[src/rtl/dmem_arb_pkg.sv]
// rtl/dmem_arb_pkg.sv - shared types and lane constants for the data-memory lane arbiter
package dmem_arb_pkg;

  typedef enum logic {
    ARB_IDLE   = 1'b0,
    ARB_SECOND = 1'b1
  } arb_state_t;

  localparam logic LANE_EVEN = 1'b0;
  localparam logic LANE_ODD  = 1'b1;

endpackage

[src/rtl/dmem_req_buf.sv]
// rtl/dmem_req_buf.sv - one-entry {we, addr, wdata} holding buffer with load strobe and async clear
module dmem_req_buf #(
  parameter int AW = 32,
  parameter int DW = 32
) (
  input  logic          clk,
  input  logic          reset,
  input  logic          load,
  input  logic          d_we,
  input  logic [AW-1:0] d_addr,
  input  logic [DW-1:0] d_wdata,
  output logic          q_we,
  output logic [AW-1:0] q_addr,
  output logic [DW-1:0] q_wdata
);

  always_ff @(posedge clk or negedge reset) begin
    if (!reset) begin
      q_we    <= 1'b0;
      q_addr  <= '0;
      q_wdata <= '0;
    end else if (load) begin
      q_we    <= d_we;
      q_addr  <= d_addr;
      q_wdata <= d_wdata;
    end
  end

endmodule

[src/rtl/dmem_lane_arbiter.sv]
// rtl/dmem_lane_arbiter.sv - EVEN/ODD lane arbiter for a single-ported data memory
// Optional same-word merge of simultaneous accesses: DMEM_ARB_MERGE_EN
module dmem_lane_arbiter
  import dmem_arb_pkg::*;
#(
  parameter int AW    = 32,
  parameter int DW    = 32,
  parameter int CNT_W = 16
) (
  input  logic             clk,
  input  logic             reset,
  input  logic             even_req,
  input  logic             even_we,
  input  logic [AW-1:0]    even_addr,
  input  logic [DW-1:0]    even_wdata,
  output logic [DW-1:0]    even_rdata,
  input  logic             odd_req,
  input  logic             odd_we,
  input  logic [AW-1:0]    odd_addr,
  input  logic [DW-1:0]    odd_wdata,
  output logic [DW-1:0]    odd_rdata,
  output logic             stall,
  output logic             mem_we,
  output logic [AW-1:0]    mem_addr,
  output logic [DW-1:0]    mem_wdata,
  input  logic [DW-1:0]    mem_rdata,
  output logic [CNT_W-1:0] conflict_cnt
);

  arb_state_t state, state_nxt;

  logic          both;
  logic          merge;
  logic          conflict;
  logic          sel;
  logic          lane_we;
  logic          buf_we;
  logic [AW-1:0] buf_addr;
  logic [DW-1:0] buf_wdata;
  logic [DW-1:0] even_hold;

  assign both = even_req & odd_req;

`ifdef DMEM_ARB_MERGE_EN
  // Same word and same direction: reads share data, writes let the younger lane win.
  assign merge = both && (even_addr[AW-1:2] == odd_addr[AW-1:2]) && (even_we == odd_we);
`else
  assign merge = 1'b0;
`endif

  // Gated by reset so nothing stalls or writes while reset is held.
  assign conflict = reset && (state == ARB_IDLE) && both && !merge;

  always_ff @(posedge clk or negedge reset) begin
    if (!reset) state <= ARB_IDLE;
    else        state <= state_nxt;
  end

  always_comb begin
    state_nxt = state;
    case (state)
      ARB_IDLE:   if (conflict) state_nxt = ARB_SECOND;
      ARB_SECOND: state_nxt = ARB_IDLE;
      default:    state_nxt = ARB_IDLE;
    endcase
  end

  always_comb begin
    stall      = 1'b0;
    sel        = LANE_EVEN;
    lane_we    = 1'b0;
    mem_addr   = '0;
    mem_wdata  = '0;
    even_rdata = mem_rdata;
    odd_rdata  = mem_rdata;
    case (state)
      ARB_IDLE: begin
        stall = conflict;
        sel   = (odd_req && (!even_req || merge)) ? LANE_ODD : LANE_EVEN;
        if (sel == LANE_ODD) begin
          lane_we   = odd_we;
          mem_addr  = odd_addr;
          mem_wdata = odd_wdata;
        end else if (even_req) begin
          lane_we   = even_we;
          mem_addr  = even_addr;
          mem_wdata = even_wdata;
        end
      end
      ARB_SECOND: begin
        lane_we    = buf_we;
        mem_addr   = buf_addr;
        mem_wdata  = buf_wdata;
        even_rdata = even_hold;
      end
      default: ;
    endcase
  end

  assign mem_we = lane_we & reset;

  dmem_req_buf #(.AW(AW), .DW(DW)) u_req_buf (
    .clk     (clk),
    .reset   (reset),
    .load    (conflict),
    .d_we    (odd_we),
    .d_addr  (odd_addr),
    .d_wdata (odd_wdata),
    .q_we    (buf_we),
    .q_addr  (buf_addr),
    .q_wdata (buf_wdata)
  );

  always_ff @(posedge clk or negedge reset) begin
    if (!reset)        even_hold <= '0;
    else if (conflict) even_hold <= mem_rdata;
  end

  always_ff @(posedge clk or negedge reset) begin
    if (!reset)
      conflict_cnt <= '0;
    else if (conflict && (conflict_cnt != {CNT_W{1'b1}}))
      conflict_cnt <= conflict_cnt + {{(CNT_W-1){1'b0}}, 1'b1};
  end

endmodule

[config.mk]
export PLATFORM = sky130hd
export DESIGN_NAME = dmem_lane_arbiter
export DESIGN_NICKNAME = d
export VERILOG_FILES = /design/src/rtl/dmem_arb_pkg.sv /design/src/rtl/dmem_req_buf.sv /design/src/rtl/dmem_lane_arbiter.sv
export SDC_FILE = /design/constraint.sdc
export NUM_CORES = 1
export LEC_CHECK = 0
export ABC_AREA = 1
export CORE_ASPECT_RATIO = 1.25
export CORE_MARGIN = 2
export CORE_UTILIZATION = 42
export DETAILED_ROUTE_END_ITERATION = 7
export PLACE_DENSITY = 0.82
export RECOVER_POWER = 25
export SLEW_MARGIN = 20
export SYNTH_ARGS = -nofsm -noshare
export SYNTH_HDL_FRONTEND = slang
export SYNTH_SLANG_ARGS = --single-unit
[constraint.sdc]
create_clock -name clk -period 2.15 [get_ports clk]
set_clock_uncertainty 0.1 [all_clocks]
set_input_delay 0.43 -clock clk [delete_from_list [all_inputs] [get_ports clk]]
set_output_delay 0.43 -clock clk [all_outputs]
set_load 0.01 [all_outputs]
After elaboration in Yosys (flattened, before gate mapping). Index checks and enable logic that the tools add are counted.

Input port bits: 166. Output and inout bits: 146. Word-level logic and storage cells: 30. Register bits after elaboration: 114.

Muxes and demuxes: 14. Equality and inequality tests: 1. Bitwise logic cells: 3. Add/sub/neg operators: 1. Reductions and logical operators: 5.

Operator list (number): $mux W32 (5); $pmux W32 S2 (2); $add A16 B1 Y16 const B (1); $ne A16 B16 Y1 const B (1); $mux W1 (5); $logic_and A1 B1 Y1 (4); $pmux W1 S2 (2); $and A1 B1 Y1 (2); $logic_not A1 Y1 (1); $not A1 Y1 (1).

Longest topological paths before layout. Gate-level depths: netlist (run 1).

Depth after elaboration: 6. Gate-level depth with buffers: 9. Depth with buffers taken out: 9.

By module. Synthesis (run 1) repeated with hierarchy kept, for this count alone.

Cells, all modules: 903. Area, all modules: 6556.3 um2.

Modules (own cells, without submodules): dmem_lane_arbiter (times used 1, sequential area each 1226.2 um2, area an instance 4083.9 um2, cells an instance 628); dmem_req_buf (times used 1, sequential area each 1626.6 um2, area an instance 2472.4 um2, cells an instance 275).

Worst setup path after synthesis (run 1). OpenSTA, ideal clock, no wires.

Path kind: input port to output port. From: input port odd_req. To: output port mem_addr[0]. Data required time: 1.620 ns. Setup slack: 0.330 ns. Stages: 6. Buffers on the path: 2. Arrival time: 1.290 ns. Path through: inv_1 > nor2_1 > buf_2 > buf_1 > nand2_1 > a21oi_1.

Longest elaborated chain between the ends: 4.

Ends and longest elaborated chain: from (decl) (line dmem_lane_arbiter.sv:17) `input logic odd_req,`; $logic_and A1 B1 Y1 (line dmem_lane_arbiter.sv:79) `sel = (odd_req && (!even_req || merge)) ? LANE_ODD : LANE_EVEN;`; $mux W1 (line dmem_lane_arbiter.sv:79); $mux W32 (line dmem_lane_arbiter.sv:80) `if (sel == LANE_ODD) begin`; $pmux W32 S2 (line dmem_lane_arbiter.sv:76) `case (state)`; to (decl) (line dmem_lane_arbiter.sv:24) `output logic [AW-1:0] mem_addr,`.

Every way passes these cells.

Worst setup path in the final report (run 1).
From: register state. To: output port mem_wdata[7].

Longest elaborated chain between the ends: 2.

Ends and longest elaborated chain: from (decl) (line dmem_lane_arbiter.sv:30) `arb_state_t state, state_nxt;`; from (signal assigned) (line dmem_lane_arbiter.sv:56) `else state <= state_nxt;`; $not A1 Y1; $pmux W32 S2 * (line dmem_lane_arbiter.sv:76); to (decl) (line dmem_lane_arbiter.sv:25) `output logic [DW-1:0] mem_wdata,`.

Mark *: on every way between the ends. The rest lies on a longest branch, timed or not.

==> results_dict.tcl, run 1 <==
set metrics [dict create \
    syn_avg_cell_area_um2 6.87 \
    setup_viol 60 \
    core_area_um2 15400 \
    drc 0 \
    rsz0062_at_grt "yes" \
    start_util_pct 42.4 \
    fillers 1134 \
    critPathLaunchType "flop" \
    powerDensity_nw_per_um2 670 \
    fp-row-count 51 \
    cts_hold_buf 0 \
    syn_nets 1121 \
    end_kind "output pin" \
    grt_pass1_wl_um 36400 \
    wl_met2_um 13500 \
    topRoutingLayerUsed "met5" \
    clkTransAtPathRegs_ns 0.05 \
    clock_sinks 114 \
    seq_area_frac_synth_pct 43.5 \
    synthFlopType "dfrtp_1" \
    dp_hpwl_um 17000 \
    grt_usage_pct 28.0 \
    grt_pass1_vias 7273 \
    hold_viol 0 \
    die_w_um 116 \
    h-tree-depth 4 \
    drive_gt1_share_pct 28.4 \
    antenna_found_initial 3 \
    synthArstFlopShare_pct 100 \
    yosysWarningCount 0 \
    multiInputGateArea_um2 3360 \
    routed_wl_um 26500 \
    die_y_um 144 \
    syn_area_um2 6550 \
    regArea_um2 2860 \
    violations "negative setup slack" \
    die_area_um2 16600 \
    slew_headroom_pct 1.08 \
    status "finished, violations left" \
    clock_latency_ns 0.40 \
    crit_arrival_ns 1.84 \
    vias 8029 \
    drv_slew 0 \
    synth_cells 954 \
    synth_edf_count 0 \
    ys_types 25 \
    worst_slew_pin_slew_ns 1.48 \
    io_buffer_count 311 \
    cp_max_fo 7 \
    max_freq_ghz 0.421 \
    io_pins 312 \
    clock_path_buffers 2 \
    ant_nets 0 \
    critPathRequiredTime_ns 1.62 \
    cts_tree "built" \
    cts_made_buffers 17 \
    fin_crit_sh_pct 110 \
    dp.cells 1506 \
    cap_violations 0 \
    wl_met1_um 9770 \
    grt_max_degree 64 \
    ir_drop_mv 0.483 \
    drtIter0Drc 518 \
    tns_ns -4.49 \
    area_growth_syn_to_layout_pct 77.0 \
    setup_ws_ns -0.223 \
    holdCritPathClass "flop to flop" \
    drt-pass1-iter-count 5 \
    root_buffer "clkbuf_16" \
    place_congestion 0.893 \
    overflow 0 \
    synth_seq_cells 114 \
    worst-setup-path-type "flop to output pin" \
    nets 1515 \
    p_leak_nw 5.64 \
    wl_met3_um 2260 \
    viasPerCell 5.10 \
    avgRoutedWirePerCell_um 16.8 \
    min_period_ns 2.37 \
    instances_no_fill 1574 \
]
-- cells in the mapped netlist, types with 2 or more instances --
library cell / instances / area [um^2]
o21ai_1: 18 / 90.1
nand2_2: 3 / 18.8
xor2_1: 2 / 17.5
buf_4: 34 / 255
buf_2: 19 / 95.1
nand3b_1: 3 / 22.5
clkbuf_1: 20 / 75.1
o21ai_0: 42 / 210
nand3_1: 7 / 35.0
inv_2: 2 / 7.51
o21ai_2: 13 / 114
nor2_4: 2 / 22.5
nor2_1: 85 / 319
buf_1: 15 / 56.3
inv_1: 50 / 188
nand4_1: 4 / 25.0
dfrtp_1: 114 / 2850
nor2_2: 2 / 12.5
nand2_1: 384 / 1440
a21oi_1: 130 / 651
-- per-layer routing --
layer	global-route usage, %	vias up
met5	0	-
met4	11.2	4
met3	7.72	85
met2	48.8	405
met1	32.4	3750
li1	-	3785
-- power by group --
part,total [mW],internal (mW),switching (mW)
clock,2.93,1.88,1.05
combinational,2.06,1.07,0.992
sequential,2.77,2.52,0.257
-- kinds of logic after synthesis --
group                    share of synthesized area, %
AO/OA/AOI/OAI                                    16.2
AND/OR/NAND/NOR                                  29.1
XOR/XNOR                                        0.401
flip-flops                                       43.5
buffers and inverters                            10.5
adder cells (fa/ha/maj)                         0.191
-- sequential cells by signal (all words and copies together), names as in the netlist --
signal and flops:
conflict_cnt 16, even_hold 32, state 1, u_req_buf.q_addr 32, u_req_buf.q_wdata 32, u_req_buf.q_we 1
-- metrics by stage --
stage	utilization [%]	hold WS (ns)	setup WS, ns	power, mW	area [um^2]
4_1_cts	72.1	0.136	-0.376	7.66	11100
2_1_floorplan	-	0.0344	0.330	3.58	6550
5_1_grt	75.1	0.387	-0.248	8.13	11600
3_5_place_dp	67.9	0.356	-0.557	4.78	10500
3_3_place_gp	67.9	0.351	-0.537	4.71	10500
6_report	75.1	0.365	-0.223	7.77	11600
-- what timing repair did --
item                       CTS  global route
setup endpoints to repair  101            92
buffers inserted             4            15
resized for setup          269           261
pin swaps                    1            14
cloned                       3            14
-- cell usage in the layout (no fill, tap or decap), types with 3 or more instances in the layout --
cell type / count
o21ai_0: 10
nand2_2: 10
nor2_4: 3
clkdlybuf4s50_1: 205
buf_4: 104
clkinv_2: 3
a21oi_1: 82
clkinvlp_4: 6
nand3_1: 7
nand4_1: 4
bufinv_16: 3
clkbuf_2: 13
nand3b_1: 3
o21ai_2: 35
inv_1: 49
a21oi_4: 6
dlygate4sd2_1: 5
buf_16: 4
dfrtp_1: 113
a21oi_2: 42
nor2_1: 84
buf_8: 5
buf_12: 17
o21ai_1: 27
clkbuf_16: 24
nand2_1: 377
buf_2: 82
buf_6: 16
-- critical path, stage by stage (launching register included) --
cell and delay, ns:
dfrtp_4 0.49, buf_6 0.14, buf_12 0.14, buf_12 0.13
clkbuf_16 0.16, a21oi_2 0.11, a21oi_1 0.11, buf_2 0.15
-- worst paths after layout --
check                                from              endpoint  slack, ns  cells after the start
setup reg to reg                    state         even_hold[23]       0.10                     10
hold / removal             u_req_buf.q_we        u_req_buf.q_we       0.37                      2
setup / recovery                    state          mem_wdata[7]      -0.22                      7
min in group asynchronous           reset                 state       0.51                      2
max in group asynchronous           reset  u_req_buf.q_addr[29]       0.46                      2
hold reg to reg            u_req_buf.q_we        u_req_buf.q_we       0.37                      2
-- area by class of cell --
class	instances	area share (%)
tap	212	2.29
clock inverter	13	1.37
clock buffer	19	3.91
timing repair inverter	1	0.0755
antenna	1	0.0216
inverter	52	1.81
timing repair buffer	463	36.9
sequential	114	24.6
multi-input combinational	699	28.9
No activity file was read; power rests on OpenSTA's default activity.
==> run 2: changes to the inputs <==
GPL_TIMING_DRIVEN = 0   (was not set)
==> run 2 against run 1 <==
Effect of this change:
- the flow finishes with violations (max-capacitance violations, max-slew violations, negative setup slack)
- sequential share of layout area increased by 1.0 points
- largest power group is now registers
- clock power fell by 8.5%
- critical path depth fell by 1
- critical path type unchanged
- register-to-register slack gained 0.03 ns
- largest cell class unchanged
==> results_dict.tcl, run 2 (synthesized netlist as in run 1, its figures left out) <==
set metrics [dict create \
    rrSetupSlack_ns 0.13 \
    fp-row-count 51 \
    grt_pass1_vias 7256 \
    status "finished, violations left" \
    regArea_um2 2850 \
    p_total_mw 7.41 \
    setup_ws_ns -0.0684 \
    area_growth_syn_to_layout_pct 69.6 \
    clock_latency_ns 0.41 \
    start_util_pct 42.4 \
    worst-setup-path-type "flop to output pin" \
    final_cell_mix "nand2_1 (383), clkdlybuf4s50_1 (205), dfrtp_1 (113)" \
    holdPathStages 2 \
    rsz0062_at_grt "yes" \
    end_kind "output pin" \
    hold_slack_ns 0.369 \
    critPathLaunchType "flop" \
    overflow 0 \
    reg2reg_depth 9 \
    die_y_um 144 \
    viasPerCell 5.01 \
    cts_tree "built" \
    worst_slew_pin_slew_ns 1.80 \
    io_buffer_count 311 \
    cts_made_buffers 17 \
    fin_crit_sh_pct 103 \
    die_w_um 116 \
    p_leak_nw 5.35 \
    critPathRequiredTime_ns 1.62 \
    drive_gt1_share_pct 24.9 \
    slew_headroom_pct -19.9 \
    ant_nets 0 \
    root_buffer "clkbuf_16" \
    largest_registers "even_hold x32, u_req_buf.q_addr x32, u_req_buf.q_wdata x32" \
    drc 0 \
    violations "max-capacitance violations, max-slew violations, negative setup slack" \
    grt_pass1_wl_um 38000 \
    max_freq_ghz 0.451 \
    io_pins 312 \
    drtIter0Drc 480 \
    avgRoutedWirePerCell_um 16.9 \
    place_congestion 0.897 \
    h-tree-depth 4 \
    cap_violations 2 \
    hp-start "u_req_buf.q_wdata[16]" \
    holdCritPathClass "flop to flop" \
    antenna_found_initial 3 \
    dp_hpwl_um 18000 \
    powerDensity_nw_per_um2 667 \
    fillers 1291 \
    clock_sinks 114 \
    setup_viol 54 \
    routed_wl_um 25900 \
    clock_path_buffers 2 \
    multiInputGateArea_um2 3350 \
    hold_end "u_req_buf.q_wdata[16]" \
    drv_slew 58 \
    nets 1478 \
    clkTransAtPathRegs_ns 0.05 \
    grt_usage_pct 29.9 \
    reg2reg_from "state" \
    die_area_um2 16600 \
    hold_viol 0 \
    crit_arrival_ns 1.69 \
    min_period_ns 2.22 \
    core_area_um2 15400 \
    ir_drop_mv 0.498 \
    grt_max_degree 31 \
    cp_max_fo 10 \
    final_common_cell "nand2_1" \
    r2r_end "even_hold[29]" \
    vias 7689 \
    drt-pass1-iter-count 5 \
]
-- run 2: layer usage --
| metal | track usage [%] | routed length, um | vias to the layer above |
|---|---|---|---|
| met2 | 53.0 | 13000 | 321 |
| li1 | - | - | 3698 |
| met3 | 7.59 | 2050 | 74 |
| met4 | 11.0 | 922 | 4 |
| met5 | 0 | 28 | - |
| met1 | 34.5 | 9870 | 3592 |
-- run 2: report_power, final --
| part | internal [mW] | leakage [nW] | switching (mW) | total (mW) |
|---|---|---|---|---|
| logic | 1.01 | 3.65 | 0.961 | 1.97 |
| registers | 2.52 | 1.43 | 0.242 | 2.76 |
| clock network | 1.68 | 0.261 | 0.997 | 2.68 |
-- run 2: layout make-up --
cell class	count	area share, %
Tap cell	212	2.39
Antenna cell	1	0.0225
Inverter	52	1.78
Multi-Input combinational cell	699	30.2
Buffer	88	7.66
Clock buffer	20	3.93
Timing Repair Buffer	339	27.3
Clock inverter	11	1.04
Sequential cell	114	25.7
-- run 2: worst max path at each step --
stage | start | to | slack [ns] | depth (start not counted)
after floorplan | odd_req | mem_addr[0] | 0.33 | 6
after global placement | reset | stall | -5.35 | 5
after detailed placement | reset | stall | -1.22 | 6
after CTS | state | mem_addr[12] | -0.08 | 6
after global routing | state | mem_addr[17] | -0.11 | 6
final | state | mem_addr[17] | -0.07 | 6
-- run 2: stage by stage --
stage | util, % | TNS, ns | std cells | worst slack (ns) | cell area [um^2]
6_report | 72.0 | -1.13 | 1536 | -0.0684 | 11100
5_1_grt | 71.9 | -6.25 | 1535 | -0.114 | 11100
4_1_cts | 70.2 | -1.42 | 1531 | -0.0826 | 10800
3_5_place_dp | 64.5 | -122.26 | 1478 | -1.22 | 9960
3_3_place_gp | 64.3 | -1064.62 | 1477 | -5.35 | 9930
2_1_floorplan | - | 0 | 954 | 0.330 | 6550
-- run 2: critical path, stage by stage (launching register included) --
cell and delay [ns]:
dfrtp_2 0.47, buf_8 0.16, buf_12 0.14, buf_12 0.14
a21oi_1 0.13, a21oi_1 0.09, buf_2 0.14
-- run 2: what timing repair did --
action | CTS | global route
resized for setup | 480 | 148
hold buffers | 6 | 0
gates cloned | 4 | 3
endpoints found under the setup margin | 192 | 98
pin swaps | 5 | 15
endpoints found under the hold margin | 84 | 0
setup buffers | 13 | 2
